[src/rtl/adc_gain_select.sv]
// Merges the dual high/low-gain ADC streams into one tagged 13-bit stream.
// Samples from PRE before a high-gain saturation to WIN after it are taken from the low-gain ADC.
module adc_gain_select #(
    parameter int               WIDTH  = 12,
    parameter logic [WIDTH-1:0] SatThr = 12'hFFF,
    parameter int               PRE    = 3,
    parameter int               WIN    = 8
) (
    input  logic             ClkIn,
    input  logic             rst,
    input  logic             DinValid,
    input  logic [WIDTH-1:0] DinH,
    input  logic [WIDTH-1:0] DinL,
    input  logic             OvfH,
    input  logic [1:0]       CalBusy,
    input  logic             SatCntClr,
    output logic             DoutValid,
    output logic [WIDTH:0]   DataOut,
    output logic [15:0]      SatCount
);

    localparam int CNT_W  = $clog2(PRE + WIN + 1);
    localparam int FILL_W = $clog2(PRE + 1);

    localparam logic [CNT_W-1:0]  CntLoad  = CNT_W'(PRE + WIN);
    localparam logic [CNT_W-1:0]  CntOne   = CNT_W'(1);
    localparam logic [CNT_W-1:0]  CntZero  = CNT_W'(0);
    localparam logic [FILL_W-1:0] FillFull = FILL_W'(PRE);
    localparam logic [FILL_W-1:0] FillOne  = FILL_W'(1);
    localparam logic [FILL_W-1:0] FillZero = FILL_W'(0);

    function automatic logic isSat(input logic ovf, input logic [WIDTH-1:0] hi);
        return ovf | (hi >= SatThr);
    endfunction

    logic [2*WIDTH-1:0] dlyLine_r [PRE];
    logic [CNT_W-1:0]   cnt_r;
    logic [FILL_W-1:0]  fill_r;
    logic               doutValid_r;
    logic [WIDTH:0]     dataOut_r;
    logic [15:0]        satCount_r;

    logic               accept_s;
    logic               calActive_s;
    logic               sat_s;
    logic               sel_s;
    logic               newWin_s;
    logic [2*WIDTH-1:0] oldest_s;
    logic [WIDTH:0]     muxWord_s;

    // Acceptance, saturation detect and the gain-select mux.
    always_comb begin
        calActive_s = (CalBusy != 2'b00);
        accept_s    = DinValid & ~calActive_s;
        sat_s       = isSat(OvfH, DinH);
        sel_s       = sat_s | (cnt_r != CntZero);
        newWin_s    = sat_s & (cnt_r == CntZero);
        oldest_s    = dlyLine_r[PRE-1];
        if (sel_s) begin
            muxWord_s = {1'b1, oldest_s[WIDTH-1:0]};
        end else begin
            muxWord_s = {1'b0, oldest_s[2*WIDTH-1:WIDTH]};
        end
    end

    // Pre-trigger delay line of {high, low} sample pairs; calibration flushes it.
    always_ff @(posedge ClkIn) begin
        if (rst || calActive_s) begin
            for (int i = 0; i < PRE; i++) begin
                dlyLine_r[i] <= '0;
            end
        end else if (accept_s) begin
            dlyLine_r[0] <= {DinH, DinL};
            for (int i = 1; i < PRE; i++) begin
                dlyLine_r[i] <= dlyLine_r[i-1];
            end
        end else begin
            for (int i = 0; i < PRE; i++) begin
                dlyLine_r[i] <= dlyLine_r[i];
            end
        end
    end

    // Low-gain window counter; a saturation inside a window reloads it.
    always_ff @(posedge ClkIn) begin
        if (rst || calActive_s) begin
            cnt_r <= CntZero;
        end else if (accept_s) begin
            if (sat_s) begin
                cnt_r <= CntLoad;
            end else if (cnt_r != CntZero) begin
                cnt_r <= cnt_r - CntOne;
            end else begin
                cnt_r <= cnt_r;
            end
        end else begin
            cnt_r <= cnt_r;
        end
    end

    // Fill counter: output stays invalid until the delay line holds real samples.
    always_ff @(posedge ClkIn) begin
        if (rst || calActive_s) begin
            fill_r <= FillZero;
        end else if (accept_s && (fill_r != FillFull)) begin
            fill_r <= fill_r + FillOne;
        end else begin
            fill_r <= fill_r;
        end
    end

    // Registered output word; DataOut keeps its last value between valid words.
    always_ff @(posedge ClkIn) begin
        if (rst) begin
            doutValid_r <= 1'b0;
            dataOut_r   <= '0;
        end else if (accept_s && (fill_r == FillFull)) begin
            doutValid_r <= 1'b1;
            dataOut_r   <= muxWord_s;
        end else begin
            doutValid_r <= 1'b0;
            dataOut_r   <= dataOut_r;
        end
    end

    // Count of opened windows, saturating; clear beats a simultaneous increment.
    always_ff @(posedge ClkIn) begin
        if (rst || SatCntClr) begin
            satCount_r <= 16'd0;
        end else if (accept_s && newWin_s && (satCount_r != 16'hFFFF)) begin
            satCount_r <= satCount_r + 16'd1;
        end else begin
            satCount_r <= satCount_r;
        end
    end

    assign DoutValid = doutValid_r;
    assign DataOut   = dataOut_r;
    assign SatCount  = satCount_r;

endmodule

[config.mk]
export PLATFORM = sky130hd
export DESIGN_NAME = adc_gain_select
export DESIGN_NICKNAME = d
export VERILOG_FILES = /design/src/rtl/adc_gain_select.sv
export SDC_FILE = /design/constraint.sdc
export NUM_CORES = 1
export LEC_CHECK = 0
export ABC_CLOCK_PERIOD_IN_PS = 2500
export CORE_UTILIZATION = 30
export CTS_CLUSTER_SIZE = 14
export DETAILED_ROUTE_END_ITERATION = 10
export GPL_TIMING_DRIVEN = 0
export PLACE_DENSITY_LB_ADDON = 0.05
export SETUP_SLACK_MARGIN = 0.2
export SLEW_MARGIN = 20
export SYNTH_ARGS = -nofsm -noshare
export SYNTH_HDL_FRONTEND = slang
export SYNTH_SLANG_ARGS = --single-unit
[constraint.sdc]
create_clock -name ClkIn -period 2.5 [get_ports ClkIn]
set_clock_uncertainty 0.2 [all_clocks]
set_input_delay 0.375 -clock ClkIn [delete_from_list [all_inputs] [get_ports ClkIn]]
set_output_delay 0.375 -clock ClkIn [all_outputs]
set_load 0.01 [all_outputs]
==> results.cfg, run 1 <==
[run_status]
status = complete, no violations

[timing]
finalSetupViolations = 0
max_freq_mhz = 448.9
finalHoldViolCount = 0
timing.max_slew.rel_slack_pct = 63.58
final.period_utilization_pct = 89.11
grt_setup_unrepaired = true
finalSetupTns_ns = 0
tightestPinTransition_ns = 0.5418
slew_viol_final = 0
layout_setup_ws_ns = 0.2723
period_minus_slack_ns = 2.228

[clock_tree]
cts-buffers-inserted = 9
cts.hold.buffers_added = 0
ctsHtreeMaxLevel = 3
cts_tree = built
cts_max_path_buffers = 2
cts_root_buffer = clkbuf_16
clkLatencyLatePin_ns = 0.35
cts.clk_slew.worst_paths_ns = 0.07
cts.sinks = 108

[floorplan]
initial_util_pct = 30.56
dieWidth_um = 123.4
floorplan.die.height_um = 123.4
die_area_sq_um = 15240
top_level_ports = 61
core_area_sq_um = 14480
floorplan.rows = 44

[placed_design]
dp_hpwl_um = 6197
place_worst_setup_slack_ns = -0.3538
globalplace.congestion = 0.7305
buffer_ports.inserted = 59

[power_and_ir_drop]
vdd_ir_drop_max_v = 0.0003580
power.static_leakage_nw = 1.995
power.total_mw = 3.541
p_per_area_nw_per_um2 = 625.9

[setup_path]
setup.reg_to_reg.worst_slack_ns = 0.30
max_stage_delay_ns = 0.48
criticalPathCategory = in -> reg
cp_max_fo = 10
crit_slowest_cell = clkdlybuf4s50_1
worst_setup_path_end_kind = flip-flop
critPathRequiredTime_ns = 2.53
critical_path_cell_sequence = clkdlybuf4s50_1 -> nand4_1 -> o31a_1 -> clkbuf_1 -> nor4_1 -> xnor2_1 -> nor2_1
critical_path_arrival_ns = 2.26
setup.worst_path.start_class = input pin

[yosys]
synth_mux_area_share_pct = 0
ys.flop_type = edfxtp_1
synth_sequential_area_ratio_pct = 65.16
syn_nets = 404
fraction_of_the_mapped_netlist_area_in_compound_gates_pct = 5.543
yosys.area_share.xor_xnor_pct = 2.574
postSynthCellCount = 370
synth-warning-count = 0
asyncSetResetFlopFracSynth_pct = 0
synth.ff_latch_count = 108
post_synth.cell_area_avg_sq_um = 11.96
mappedNetlistArea_sq_um = 4424
post_synth_num_cell_types = 34
synth_edf_count = 72
area_fraction_in_and_or_nand_and_nor_cells_after_synthesis_pct = 23.64
synth_fa_ha_area_share_pct = 0.8484
synth_top_family_by_area = simple AND/OR/NAND/NOR gates

[detailed_routing]
drt_drc_violations_left = 0
route.antenna.remaining_nets = 0
routed_wire_length_per_instance_um = 14.55
number_of_design_rule_violations_left_by_the_first_detailed_router_iteration = 129
drtPass1Iterations = 4
avgViaCountPerCell = 4.619
via_count = 2933
drt_wl_total_um = 9241

[global_routing]
grt_start_max_net_pins = 73
global_route_overflow = 0
antenna_found_initial = 0
grt_first_pass_wirelength_um = 14300
grt_usage_pct = 12.74
grt_pass1_vias = 2759

[final_layout]
antennaDiodeCount = 0
final.fill_count = 1459
layout.nets = 480
area_growth_syn_to_layout_pct = 27.86
drive_above_1_share_pct = 9.534

[min_path]
hold_class = reg -> reg

[run]
maxCapViolations = 0
-- layout by cell type, fill, tap and decap left out, types with 2 or more instances in the layout --
cell type         n
clkdlybuf4s50_1  58
nor4_1            7
buf_2             4
nand4_1           7
nor3b_4           2
buf_4             5
xnor2_1          13
dfxtp_1          36
and2_1           74
and4_1            4
or3_1             3
edfxtp_1         72
clkbuf_16         9
a311oi_1         13
o21ai_0           5
a211oi_1          3
nand2_1          21
inv_1             3
inv_6             3
nand3_1          21
a21oi_1           7
clkbuf_1         16
or2_4             2
nor3_1            3
nor3_2            2
clkbuf_2          2
nor2_1           32
and3_1            2
nor4_2            4
ha_1              3
-- synth_stat cells (5+ instances only) --
cell type	count	area share (%)
and2_1	74	10
edfxtp_1	72	49
dfxtp_1	36	16
nor2_1	33	2.8
nand2_1	21	1.8
nand3_1	21	2.4
clkbuf_1	17	1.4
a311oi_1	13	2.6
xnor2_1	13	2.6
nor4_1	10	1.4
a21oi_1	7	0.79
nand4_1	7	0.99
nor3_1	5	0.57
o21ai_0	5	0.57
-- registers in the layout, summed over array words and instances (netlist names) --
register / cells
fill_r: 2
dlyLine_r: 72
DataOut: 13
cnt_r: 4
SatCount: 16
DoutValid: 1
-- metrics by stage --
stage | area, sq um | hold slack, ns | utilization (%) | instances
2_1_floorplan | 4427 | 0.2574 | - | 370
3_5_place_dp | 5248 | 0.2868 | 36.24 | 613
5_1_grt | 5657 | 0.3341 | 39.07 | 635
4_1_cts | 5572 | 0.2967 | 38.48 | 631
6_report | 5657 | 0.2905 | 39.07 | 635
3_3_place_gp | 5248 | 0.2675 | 36.24 | 613
-- critical path: cells and delay by family --
| kind | cells | cell delay, ns |
|---|---|---|
| buffers and inverters | 2 | 0.77 |
| AND/OR/NAND/NOR | 3 | 0.53 |
| AO/OA/AOI/OAI | 1 | 0.42 |
| XOR/XNOR | 1 | 0.16 |
-- report_power, final --
group          total, mW  switching, mW  internal, mW
clock network       1.46          0.674         0.789
logic              0.139         0.0742        0.0648
registers           1.94        0.00975          1.93
-- routing by layer --
metal / share of wire (%) / track usage [%] / up-vias
met5: 0 / 0 / -
met4: 2.1 / 6.777 / 0
met3: 3.7 / 2.860 / 13
met2: 46 / 20.08 / 63
met1: 48 / 16.26 / 1373
li1: - / - / 1484
-- cell type report --
cell class	count	area (sq um)	share of cell area (%)
Inverter	3	11.26	0.1991
Tap cell	184	230.2	4.070
Sequential cell	108	2883	50.96
Buffer	22	93.84	1.659
Clock buffer	10	229.0	4.048
Multi-Input combinational cell	238	1509	26.68
Clock inverter	6	70.07	1.239
Timing Repair Buffer	64	630.6	11.15
-- logic make-up (layout without fill, tap and decap cells) --
| kind of cell | after synthesis | in the layout |
|---|---|---|
| simple gates | 188 | 189 |
| flops | 108 | 108 |
| compound gates | 33 | 33 |
| buf+inv | 25 | 105 |
| xor+xnor | 13 | 13 |
| fa+ha+maj | 3 | 3 |
-- path summary, 6_finish.rpt --
check	start	to	cells after the start
worst max-delay path	DinH[2]	SatCount[13]	7
worst min-delay path	fill_r[1]	fill_r[1]	2
worst max register to register	SatCount[0]	SatCount[2]	5
worst min register to register	fill_r[1]	fill_r[1]	2
-- what timing repair did --
action	in CTS	in global routing
setup endpoints to repair	115	108
resized for setup	4	12
setup buffers	2	3
cloned	0	1
pin swaps	0	4
Note: power is estimated with default switching activity, not from simulation.
==> inputs of run 2 (changes only) <==
GPL_TIMING_DRIVEN = default   (was 0)
==> run 2 against run 1 <==
Compared with the run above: final cell count fell by 1.4%; sequential share of layout area rose by 0.28 points; clock-buffer cell count rose by 3; worst hold slack barely moved; total power fell by 5.2%; worst setup slack improved by 0.073 ns; maximum frequency rose by 3.4%.
==> results.cfg, run 2 (synthesis gave the netlist of run 1 again) <==
[timing]
period_minus_slack_ns = 2.154
layout_setup_ws_ns = 0.3456
tightestPinTransition_ns = 0.5886
final.period_utilization_pct = 86.18
finalHoldViolCount = 0
finalSetupTns_ns = 0
max_freq_mhz = 464.2
grt_setup_unrepaired = false
fin_worst_hold_slack_ns = 0.2903
finalSetupViolations = 0
slew_viol_final = 0
timing.max_slew.rel_slack_pct = 60.67

[detailed_routing]
routed_wire_length_per_instance_um = 13.58
route.antenna.remaining_nets = 0
drtPass1Iterations = 4
via_count = 2853
number_of_design_rule_violations_left_by_the_first_detailed_router_iteration = 134
drt_drc_violations_left = 0
avgViaCountPerCell = 4.558
drt_wl_total_um = 8500

[final_layout]
largest_reg_flops = 72
layout.cells.most_common = and2_1
area_growth_syn_to_layout_pct = 27.15
final_core_utilization_pct = 38.85
mostFrequentLayoutCells = 74 x and2_1, 72 x edfxtp_1, 60 x clkdlybuf4s50_1
layout.nets = 471
antennaDiodeCount = 0
largest-register = dlyLine_r
drive_above_1_share_pct = 8.824
final_cells = 626

[floorplan]
floorplan.rows = 44
die_area_sq_um = 15240
core_area_sq_um = 14480
top_level_ports = 61
floorplan.die.height_um = 123.4
initial_util_pct = 30.56
dieWidth_um = 123.4

[setup_path]
setup.reg_to_reg.worst_slack_ns = 0.44
worstRegToRegCells = 7
setup.worst_path.start_class = input pin
worst_r2r_endpoint = SatCount[15]
critical_path_arrival_ns = 2.22
timing.rr.start = cnt_r[0]
worst_setup_path_end_kind = flip-flop
criticalPathCategory = in -> reg
cp_max_fo = 5
crit_path_start = DinH[3]
critPathRequiredTime_ns = 2.57

[global_routing]
grt_usage_pct = 11.89
grt_first_pass_wirelength_um = 13590
global_route_overflow = 0
grt_pass1_vias = 2682
antenna_found_initial = 0
grt_start_max_net_pins = 73

[clock_tree]
ctsHtreeMaxLevel = 3
cts_root_buffer = clkbuf_16
cts.clk_slew.worst_paths_ns = 0.07
cts.sinks = 108
cts-buffers-inserted = 9
cts_tree = built
clkLatencyLatePin_ns = 0.34
cts_max_path_buffers = 2

[placed_design]
buffer_ports.inserted = 60
globalplace.congestion = 0.7392
post-place-cells = 610
dp_hpwl_um = 5760
place_worst_setup_slack_ns = -0.02236

[power_and_ir_drop]
power.static_leakage_nw = 1.987
vdd_ir_drop_max_v = 0.0003446
p_per_area_nw_per_um2 = 596.4

[min_path]
hp-start = fill_r[1]
hold_path_depth = 2
hold_class = reg -> reg
min_to = fill_r[1]

[run]
maxCapViolations = 0

[run_status]
status = complete, no violations
run 2: repair_timing:
item,in CTS,in global routing
hold endpoints to repair,0,0
hold buffers,0,0
buffers inserted,0,0
setup endpoints to repair,0,4
gates resized for setup,0,1
run 2: through the flow:
| stage | total power, mW | instance area (sq um) |
|---|---|---|
| floorplan | 2.032 | 4427 |
| CTS | 3.416 | 5619 |
| global placement | 2.123 | 5363 |
| finish | 3.355 | 5625 |
| detailed placement | 2.124 | 5363 |
| global route | 3.480 | 5625 |
run 2: per-layer routing:
layer	share of wire, %	track usage [%]
met1	46	15.22
met2	47	19.03
met3	4.4	2.352
met4	1.7	6.099
met5	0	0
run 2: worst max path at each step:
| stage | endpoint | cells past startpoint | slack, ns |
|---|---|---|---|
| CTS | SatCount[15] | 6 | 0.35 |
| global placement | SatCount[4] | 7 | -0.02 |
| detailed placement | SatCount[15] | 6 | -0.02 |
| finish | SatCount[15] | 6 | 0.35 |
| floorplan | dlyLine_r[0][0] | 4 | 0.38 |
| global route | SatCount[15] | 6 | 0.27 |
run 2: where the power goes:
group          switching, mW  total, mW  internal (mW)
clock network          0.602       1.28          0.673
registers            0.00863       1.94           1.93
logic                 0.0691      0.142         0.0725
run 2: area by class of cell:
cell class,count,area [sq um]
sequential,108,2883
fill,1449,8853
clock buffer,13,240.2
timing repair buffer,78,785.8
multi-input combinational,237,1459
clock inverter,3,16.27
inverter,3,11.26
tap,184,230.2
run 2: worst max-delay path, cell delays in order:
cell	delay [ns]
clkdlybuf4s50_1	0.47
nand4_1	0.10
o31a_1	0.40
or3_1	0.42
or3_1	0.31
a21oi_1	0.15
